**config.mk**
```make
export PLATFORM = sky130hd
export DESIGN_NAME = shift_register_controller_flat
export DESIGN_NICKNAME = d
export VERILOG_FILES = /design/src/rtl/shift_register_controller_pkg.sv /design/src/rtl/shift_register_controller_if.sv /design/src/rtl/shift_register_controller_step_counter.sv /design/src/rtl/shift_register_controller.sv /design/src/flat_wrapper.sv
export SDC_FILE = /design/constraint.sdc
export NUM_CORES = 1
export LEC_CHECK = 0
export CORE_UTILIZATION = 46
export DETAILED_ROUTE_END_ITERATION = 12
export HOLD_SLACK_MARGIN = 0.15
export PLACE_DENSITY_LB_ADDON = 0.05
export SETUP_SLACK_MARGIN = 0.3
export SKIP_CTS_REPAIR_TIMING = 1
export SKIP_LAST_GASP = 1
export SLEW_MARGIN = 40
export SYNTH_ARGS = -nofsm -noshare
export SYNTH_HDL_FRONTEND = slang
export SYNTH_SLANG_ARGS = --single-unit
```
**constraint.sdc**
```tcl
create_clock -name clockPulse -period 5 [get_ports clockPulse]
set_input_delay 0.75 -clock clockPulse [delete_from_list [all_inputs] [get_ports clockPulse]]
set_output_delay 0.75 -clock clockPulse [all_outputs]
set_load 0.02 [all_outputs]
```
**src/rtl/shift_register_controller_pkg.sv**
```systemverilog
// sr_ctrl_pkg: shared types, constants and helpers for the shift-register controller.
// Holds the FSM state enum, the shift-direction encodings and the shift-count clamp.
// Imported by the controller top and its step counter.
package sr_ctrl_pkg;

  // PARITY is reachable only in builds with SR_CTRL_PARITY_EN defined.
  typedef enum logic [2:0] {
    IDLE,
    LOAD,
    SHIFT,
    PARITY,
    DRAIN,
    CLEAR
  } state_t;

  localparam logic DIR_RIGHT = 1'b0;  // LSB leaves the register first
  localparam logic DIR_LEFT  = 1'b1;  // MSB leaves the register first

  // A register of maxCount bits can only shift maxCount meaningful bits out.
  function automatic int unsigned clamp_count(input int unsigned count,
                                              input int unsigned maxCount);
    return (count > maxCount) ? maxCount : count;
  endfunction

endpackage

```
**src/rtl/shift_register_controller_if.sv**
```systemverilog
// shift_register_controller_if: request, register-command and serial-return signals.
// master = controller side (drives ReqReady, Reg*, Serial*, Done);
// slave  = environment side (command source plus the shift-register datapath).
interface shift_register_controller_if #(
  parameter int WIDTH = 4
);
  localparam int CNT_W = $clog2(WIDTH + 1);

  logic             ReqValid;
  logic             ReqReady;
  logic [WIDTH-1:0] ReqData;
  logic             ReqDir;
  logic [CNT_W-1:0] ReqCount;
  logic             ReqFill;
  logic             Abort;
  logic             RegClear;
  logic             RegLoad;
  logic             RegShiftRight;
  logic             RegShiftLeft;
  logic             RegShiftIn;
  logic [WIDTH-1:0] RegData;
  logic             RegShiftOut;
  logic             SerialValid;
  logic             SerialBit;
  logic             Done;

  modport master (
    input  ReqValid, ReqData, ReqDir, ReqCount, ReqFill, Abort, RegShiftOut,
    output ReqReady, RegClear, RegLoad, RegShiftRight, RegShiftLeft, RegShiftIn,
           RegData, SerialValid, SerialBit, Done
  );

  modport slave (
    output ReqValid, ReqData, ReqDir, ReqCount, ReqFill, Abort, RegShiftOut,
    input  ReqReady, RegClear, RegLoad, RegShiftRight, RegShiftLeft, RegShiftIn,
           RegData, SerialValid, SerialBit, Done
  );

endinterface

```
**src/rtl/shift_register_controller_step_counter.sv**
```systemverilog
// sr_step_counter: loadable down-counter tracking the remaining shift steps.
// Latency: load/decrement take effect on the next rising edge; flags are combinational.
// Backpressure: none; holds at zero rather than wrapping.
// Ports: clockPulse/ResetN, load+loadValue, decrement, isOne/isZero flags.
module sr_step_counter #(
  parameter int CNT_W = 3
) (
  input  logic             clockPulse,
  input  logic             ResetN,
  input  logic             load,
  input  logic [CNT_W-1:0] loadValue,
  input  logic             decrement,
  output logic             isOne,
  output logic             isZero
);

  logic [CNT_W-1:0] count;

  always_ff @(posedge clockPulse or negedge ResetN) begin
    if (!ResetN) begin
      count <= '0;
    end else if (load) begin
      count <= loadValue;
    end else if (decrement && (count != '0)) begin
      count <= count - 1'b1;
    end
  end

  assign isOne  = (count == CNT_W'(1));
  assign isZero = (count == '0);

endmodule

```
**src/rtl/shift_register_controller.sv**
```systemverilog
// shift_register_controller: sequences one load then N shifts of the shift register per request.
// Latency: accept -> LOAD next cycle; Done N+2 cycles after accept (N+3 with parity).
// Backpressure: ReqReady high only in IDLE; one transfer in flight, no queueing.
// Ports: clockPulse, ResetN (async, active low), bus (master modport: Req*, Abort, Reg*, Serial*, Done).
// Optional: define SR_CTRL_PARITY_EN to append an even-parity bit after the data bits.
module shift_register_controller
  import sr_ctrl_pkg::*;
#(
  parameter int WIDTH = 4
) (
  input logic                        clockPulse,
  input logic                        ResetN,
  shift_register_controller_if.master bus
);

  localparam int CNT_W = $clog2(WIDTH + 1);

`ifdef SR_CTRL_PARITY_EN
  localparam state_t AFTER_SHIFT = PARITY;
`else
  localparam state_t AFTER_SHIFT = DRAIN;
`endif

  state_t           state;
  state_t           nextState;
  logic [WIDTH-1:0] dataQ;
  logic             dirQ;
  logic             fillQ;
  logic             serialValidQ;
  logic             accept;
  logic             stepIsOne;
  logic             stepIsZero;
  logic [CNT_W-1:0] clampedCount;

  assign accept       = (state == IDLE) && bus.ReqValid;
  assign clampedCount = CNT_W'(clamp_count(32'(bus.ReqCount), WIDTH));

  sr_step_counter #(.CNT_W(CNT_W)) stepCounter (
    .clockPulse (clockPulse),
    .ResetN     (ResetN),
    .load       (accept),
    .loadValue  (clampedCount),
    .decrement  (state == SHIFT),
    .isOne      (stepIsOne),
    .isZero     (stepIsZero)
  );

  always_ff @(posedge clockPulse or negedge ResetN) begin
    if (!ResetN) begin
      state <= IDLE;
    end else begin
      state <= nextState;
    end
  end

  always_comb begin
    nextState         = state;
    bus.ReqReady      = 1'b0;
    bus.RegClear      = 1'b0;
    bus.RegLoad       = 1'b0;
    bus.RegShiftRight = 1'b0;
    bus.RegShiftLeft  = 1'b0;
    bus.RegShiftIn    = 1'b0;
    bus.Done          = 1'b0;
    case (state)
      IDLE: begin
        bus.ReqReady = 1'b1;
        // Abort is ignored here, so a request arriving with Abort still starts.
        if (bus.ReqValid) nextState = LOAD;
      end
      LOAD: begin
        bus.RegLoad = 1'b1;
        if (bus.Abort)      nextState = CLEAR;
        else if (stepIsZero) nextState = AFTER_SHIFT;
        else                nextState = SHIFT;
      end
      SHIFT: begin
        bus.RegShiftRight = (dirQ == DIR_RIGHT);
        bus.RegShiftLeft  = (dirQ == DIR_LEFT);
        bus.RegShiftIn    = fillQ;
        if (bus.Abort)     nextState = CLEAR;
        else if (stepIsOne) nextState = AFTER_SHIFT;
      end
      PARITY: begin
        nextState = bus.Abort ? CLEAR : DRAIN;
      end
      DRAIN: begin
        // An aborted transfer never reports completion, even on its final cycle.
        bus.Done  = !bus.Abort;
        nextState = bus.Abort ? CLEAR : IDLE;
      end
      CLEAR: begin
        bus.RegClear = 1'b1;
        nextState    = IDLE;
      end
      default: nextState = IDLE;
    endcase
  end

  always_ff @(posedge clockPulse or negedge ResetN) begin
    if (!ResetN) begin
      dataQ        <= '0;
      dirQ         <= 1'b0;
      fillQ        <= 1'b0;
      serialValidQ <= 1'b0;
    end else begin
      if (accept) begin
        dataQ <= bus.ReqData;
        dirQ  <= bus.ReqDir;
        fillQ <= bus.ReqFill;
      end
      // The register's ShiftOutput settles one cycle after each shift command.
      // PARITY also sets it so the parity bit in DRAIN is flagged valid.
      serialValidQ <= ((state == SHIFT) || (state == PARITY)) && (nextState != CLEAR);
    end
  end

  assign bus.RegData     = dataQ;
  assign bus.SerialValid = serialValidQ;

`ifdef SR_CTRL_PARITY_EN
  logic parityAcc;

  always_ff @(posedge clockPulse or negedge ResetN) begin
    if (!ResetN) begin
      parityAcc <= 1'b0;
    end else if (accept) begin
      parityAcc <= 1'b0;
    end else if (serialValidQ && (state != DRAIN)) begin
      parityAcc <= parityAcc ^ bus.RegShiftOut;
    end
  end

  assign bus.SerialBit = (state == DRAIN) ? parityAcc : bus.RegShiftOut;
`else
  assign bus.SerialBit = bus.RegShiftOut;
`endif

endmodule

```
**src/flat_wrapper.sv**
```systemverilog
// flat-port wrapper written by rule: the top's interface ports become plain ports
module shift_register_controller_flat import sr_ctrl_pkg::*;
#(
  parameter int WIDTH = 4
)
  (clockPulse, ResetN, bus_ReqValid, bus_ReqData, bus_ReqDir, bus_ReqCount, bus_ReqFill, bus_Abort, bus_RegShiftOut, bus_ReqReady, bus_RegClear, bus_RegLoad, bus_RegShiftRight, bus_RegShiftLeft, bus_RegShiftIn, bus_RegData, bus_SerialValid, bus_SerialBit, bus_Done);
  shift_register_controller_if #(.WIDTH(WIDTH)) bus_i ();
  input logic clockPulse;
  input logic ResetN;
  input wire logic [$bits(bus_i.ReqValid)-1:0] bus_ReqValid;
  input wire logic [$bits(bus_i.ReqData)-1:0] bus_ReqData;
  input wire logic [$bits(bus_i.ReqDir)-1:0] bus_ReqDir;
  input wire logic [$bits(bus_i.ReqCount)-1:0] bus_ReqCount;
  input wire logic [$bits(bus_i.ReqFill)-1:0] bus_ReqFill;
  input wire logic [$bits(bus_i.Abort)-1:0] bus_Abort;
  input wire logic [$bits(bus_i.RegShiftOut)-1:0] bus_RegShiftOut;
  output wire logic [$bits(bus_i.ReqReady)-1:0] bus_ReqReady;
  output wire logic [$bits(bus_i.RegClear)-1:0] bus_RegClear;
  output wire logic [$bits(bus_i.RegLoad)-1:0] bus_RegLoad;
  output wire logic [$bits(bus_i.RegShiftRight)-1:0] bus_RegShiftRight;
  output wire logic [$bits(bus_i.RegShiftLeft)-1:0] bus_RegShiftLeft;
  output wire logic [$bits(bus_i.RegShiftIn)-1:0] bus_RegShiftIn;
  output wire logic [$bits(bus_i.RegData)-1:0] bus_RegData;
  output wire logic [$bits(bus_i.SerialValid)-1:0] bus_SerialValid;
  output wire logic [$bits(bus_i.SerialBit)-1:0] bus_SerialBit;
  output wire logic [$bits(bus_i.Done)-1:0] bus_Done;
  assign bus_i.ReqValid = bus_ReqValid;
  assign bus_i.ReqData = bus_ReqData;
  assign bus_i.ReqDir = bus_ReqDir;
  assign bus_i.ReqCount = bus_ReqCount;
  assign bus_i.ReqFill = bus_ReqFill;
  assign bus_i.Abort = bus_Abort;
  assign bus_i.RegShiftOut = bus_RegShiftOut;
  assign bus_ReqReady = bus_i.ReqReady;
  assign bus_RegClear = bus_i.RegClear;
  assign bus_RegLoad = bus_i.RegLoad;
  assign bus_RegShiftRight = bus_i.RegShiftRight;
  assign bus_RegShiftLeft = bus_i.RegShiftLeft;
  assign bus_RegShiftIn = bus_i.RegShiftIn;
  assign bus_RegData = bus_i.RegData;
  assign bus_SerialValid = bus_i.SerialValid;
  assign bus_SerialBit = bus_i.SerialBit;
  assign bus_Done = bus_i.Done;
  shift_register_controller #(.WIDTH(WIDTH)) u_core (.clockPulse(clockPulse), .ResetN(ResetN), .bus(bus_i));
endmodule
```
==> run summary <==
Unique cell type count in the Yosys netlist: 28
Port-buffer cells: 24
Pleak: 0.4133 nW
Synth Cell Area: 737.0 sq um
Number of flops mapped to enable cells by yosys: 0
Detailed-route wire length: 1.379 mm
Mux cell area share after synthesis: 15.28%
Max Cap Viol: 0
Crit-path cells: clkdlybuf4s50_1 > nor3b_1 > clkdlybuf4s50_1
H-tree depth: 1
Initial Util: 48.92%
Clock skew: 4.848 ps
Post-synth top area share: 44.14%
Ys flop type: dfrtp_1
First-pass GRT wire length: 2.394 mm
Sequential fraction of the synthesis area: 44.14%
Gr usage total: 18.36%
Ports: 27
DIE AREA: 0.001766 sq mm
Worst-Margin Slew: 689.3 ps
Chip width: 42.03 microns
Number of global-route vias before repair: 511
DP HPWL: 1.022 mm
Critical path class: primary input to output pin
Yosys warnings: 0
Pre-antenna DRT Iters: 4
# clock sinks: 13
Largest family of logic cells by synthesized area: simple AND/OR/NAND/NOR gates
Top delay family on crit path: buffers and inverters
Buffers plus inverters on the worst setup path: 2
Root Buffer Master: clkbuf_4
Slowest cell on crit path: clkdlybuf4s50_1
Status: completed
Most common cell in the netlist: dfrtp_1
CP Capture Type: output pin
Slew Viols, Final: 0
Slowest stage delay, CP: 630 ps
Asr flop ratio synth: 100.0%
Via-to-Cell Ratio: 5.286
CTS Buf Count: 3
Rel. slew slack: 52.86%
Routability cong.: 0.7068
Post-synth top area cell: dfrtp_1
Clock latency on the worst-skew pair: 270 ps
Antenna fix cells: 0
Peak VDD IR: 0.3034 mV
Fin crit share: 57.79%
Xor/xnor share of the synthesized area: 0%
Fmax: 346.1 MHz
Synth Register Bits: 13
Net Count, Synth: 83
Layout cell share with drive strength beyond 1: 13.48%
Initial antenna violation count: 0
Post-synth top cells: dfrtp_1 (13), mux2_2 (6), nor2_1 (5)
Crit Path Max Fanout: 8
CP arrival: 2140 ps
Die H: 42.03 microns
PD cells: 577.2 mW/mm^2
Hold WS: 514.2 ps
DR vias: 555
Post-Syn Instances: 66
Tmin final: 2890 ps
Finished Cell Area: 989.7 sq um
Setup-failing EPs final: 0
Worst setup SP type: primary input
CTS tree: built
Synth Area in Compound Gates: 8.489%
Placed Area: 963.4 sq um
Area grow syn2layout: 34.30%
Final net count: 107
Largest net degree at the start of global routing: 14
Post-Synth Simple-Gate Area: 20.88%
Clock buffer depth: 2
Syn Area/Cell: 11.17 sq um
DR WL/cell: 13.13 microns
Fin. Hold Viols: 0
Crit path top cell by count: clkdlybuf4s50_1
Setup TNS: 0 ps
Synth Area in Adders: 5.093%
Clock transition at path regs: 80 ps
Hold WC Path Type: flip-flop to flip-flop
Core area: 0.001506 sq mm
Largest cells by area after synthesis: dfrtp_1 (44%), mux2_2 (9.2%), ha_1 (5.1%)
Row Count: 14
RSZ-0062 raised after global routing: false
Global route overflow: 0
Iter 0 DRT Violations: 10
Residual DRC: 0
Req. time, crit path: 4250 ps
Post-DRT Antenna Nets: 0
==> cells in the final DEF, fill, tap and decap left out, drive strengths merged <==
cell type / Yosys / final
inv: 3 / 3
ha: 3 / 3
nor3: 1 / 1
mux2: 7 / 7
a222oi: 1 / 1
nand3b: 1 / 1
nor3b: 3 / 3
mux2i: 3 / 3
and3: 1 / 1
clkbuf: 1 / 4
a32oi: 1 / 1
a2111oi: 1 / 1
a22oi: 1 / 1
nor2: 5 / 5
clkdlybuf4s50: 0 / 24
nor4bb: 1 / 1
nand2b: 3 / 3
and2: 2 / 2
nand2: 1 / 1
nor4b: 1 / 1
a21o: 1 / 1
o21ai: 4 / 4
or2: 1 / 1
dfrtp: 13 / 13
nor2b: 3 / 3
==> stage by stage <==
stage / std cells / power [mW] / util [%] / setup WS, ps
2_1_floorplan: 66 / 0.4091 / - / 2811
3_3_place_gp: 101 / 0.5057 / 63.95 / 2143
3_5_place_dp: 101 / 0.5095 / 63.95 / 2122
4_1_cts: 105 / 0.5781 / 65.70 / 2108
5_1_grt: 105 / 0.6091 / 65.70 / 2002
6_report: 105 / 0.5712 / 65.70 / 2110
==> where the power goes <==
| part | internal (mW) | leakage (nW) | switching, mW | total, mW |
|---|---|---|---|---|
| Sequential | 0.154 | 0.160 | 0.0498 | 0.203 |
| Combinational | 0.165 | 0.238 | 0.138 | 0.303 |
| Clock | 0.0308 | 0.0150 | 0.0335 | 0.0643 |
| Total | 0.349 | 0.413 | 0.222 | 0.571 |
==> state kept, by name (all words and copies together) (netlist names) <==
signal                    cells
u_core.bus.SerialValid        1
u_core.stepCounter.count      3
u_core.fillQ                  1
u_core.bus.RegData            4
u_core.state                  3
u_core.dirQ                   1
==> path summary, 6_finish.rpt <==
check,from,end,slack [ps],cells after the start
min reg2reg,u_core.bus.RegData[3],u_core.bus.RegData[3],510,1
min,u_core.bus.RegData[3],u_core.bus.RegData[3],510,1
max,bus_Abort,bus_Done,2110,3
max reg2reg,u_core.stepCounter.count[0],u_core.stepCounter.count[1],3210,5
min in group asynchronous,ResetN,u_core.state[2],840,1
max in group asynchronous,ResetN,u_core.bus.RegData[1],3790,1
==> per-layer routing <==
metal  global-route usage [%]  part of all wire (%)  vias up
li1                         -                     -      276
met1                    26.26                    47      268
met2                    25.94                    48        9
met3                    2.586                   3.5        2
met4                    11.88                   1.1        0
met5                        0                     0        -
==> cell families after synthesis <==
logic type	after synthesis
AO/OA/AOI/OAI	9
multiplexers	10
AND/OR/NAND/NOR	23
buffers and inverters	8
flip-flops	13
adder cells (fa/ha/maj)	3
==> area by class of cell <==
class,instances,area (sq um)
timing repair buffer,24,240.2
multi-input combinational,45,366.6
sequential,13,325.3
tap,16,20.02
inverter,3,11.26
clock buffer,4,26.28
fill,119,516.7
(Power assumes the default switching activity.)
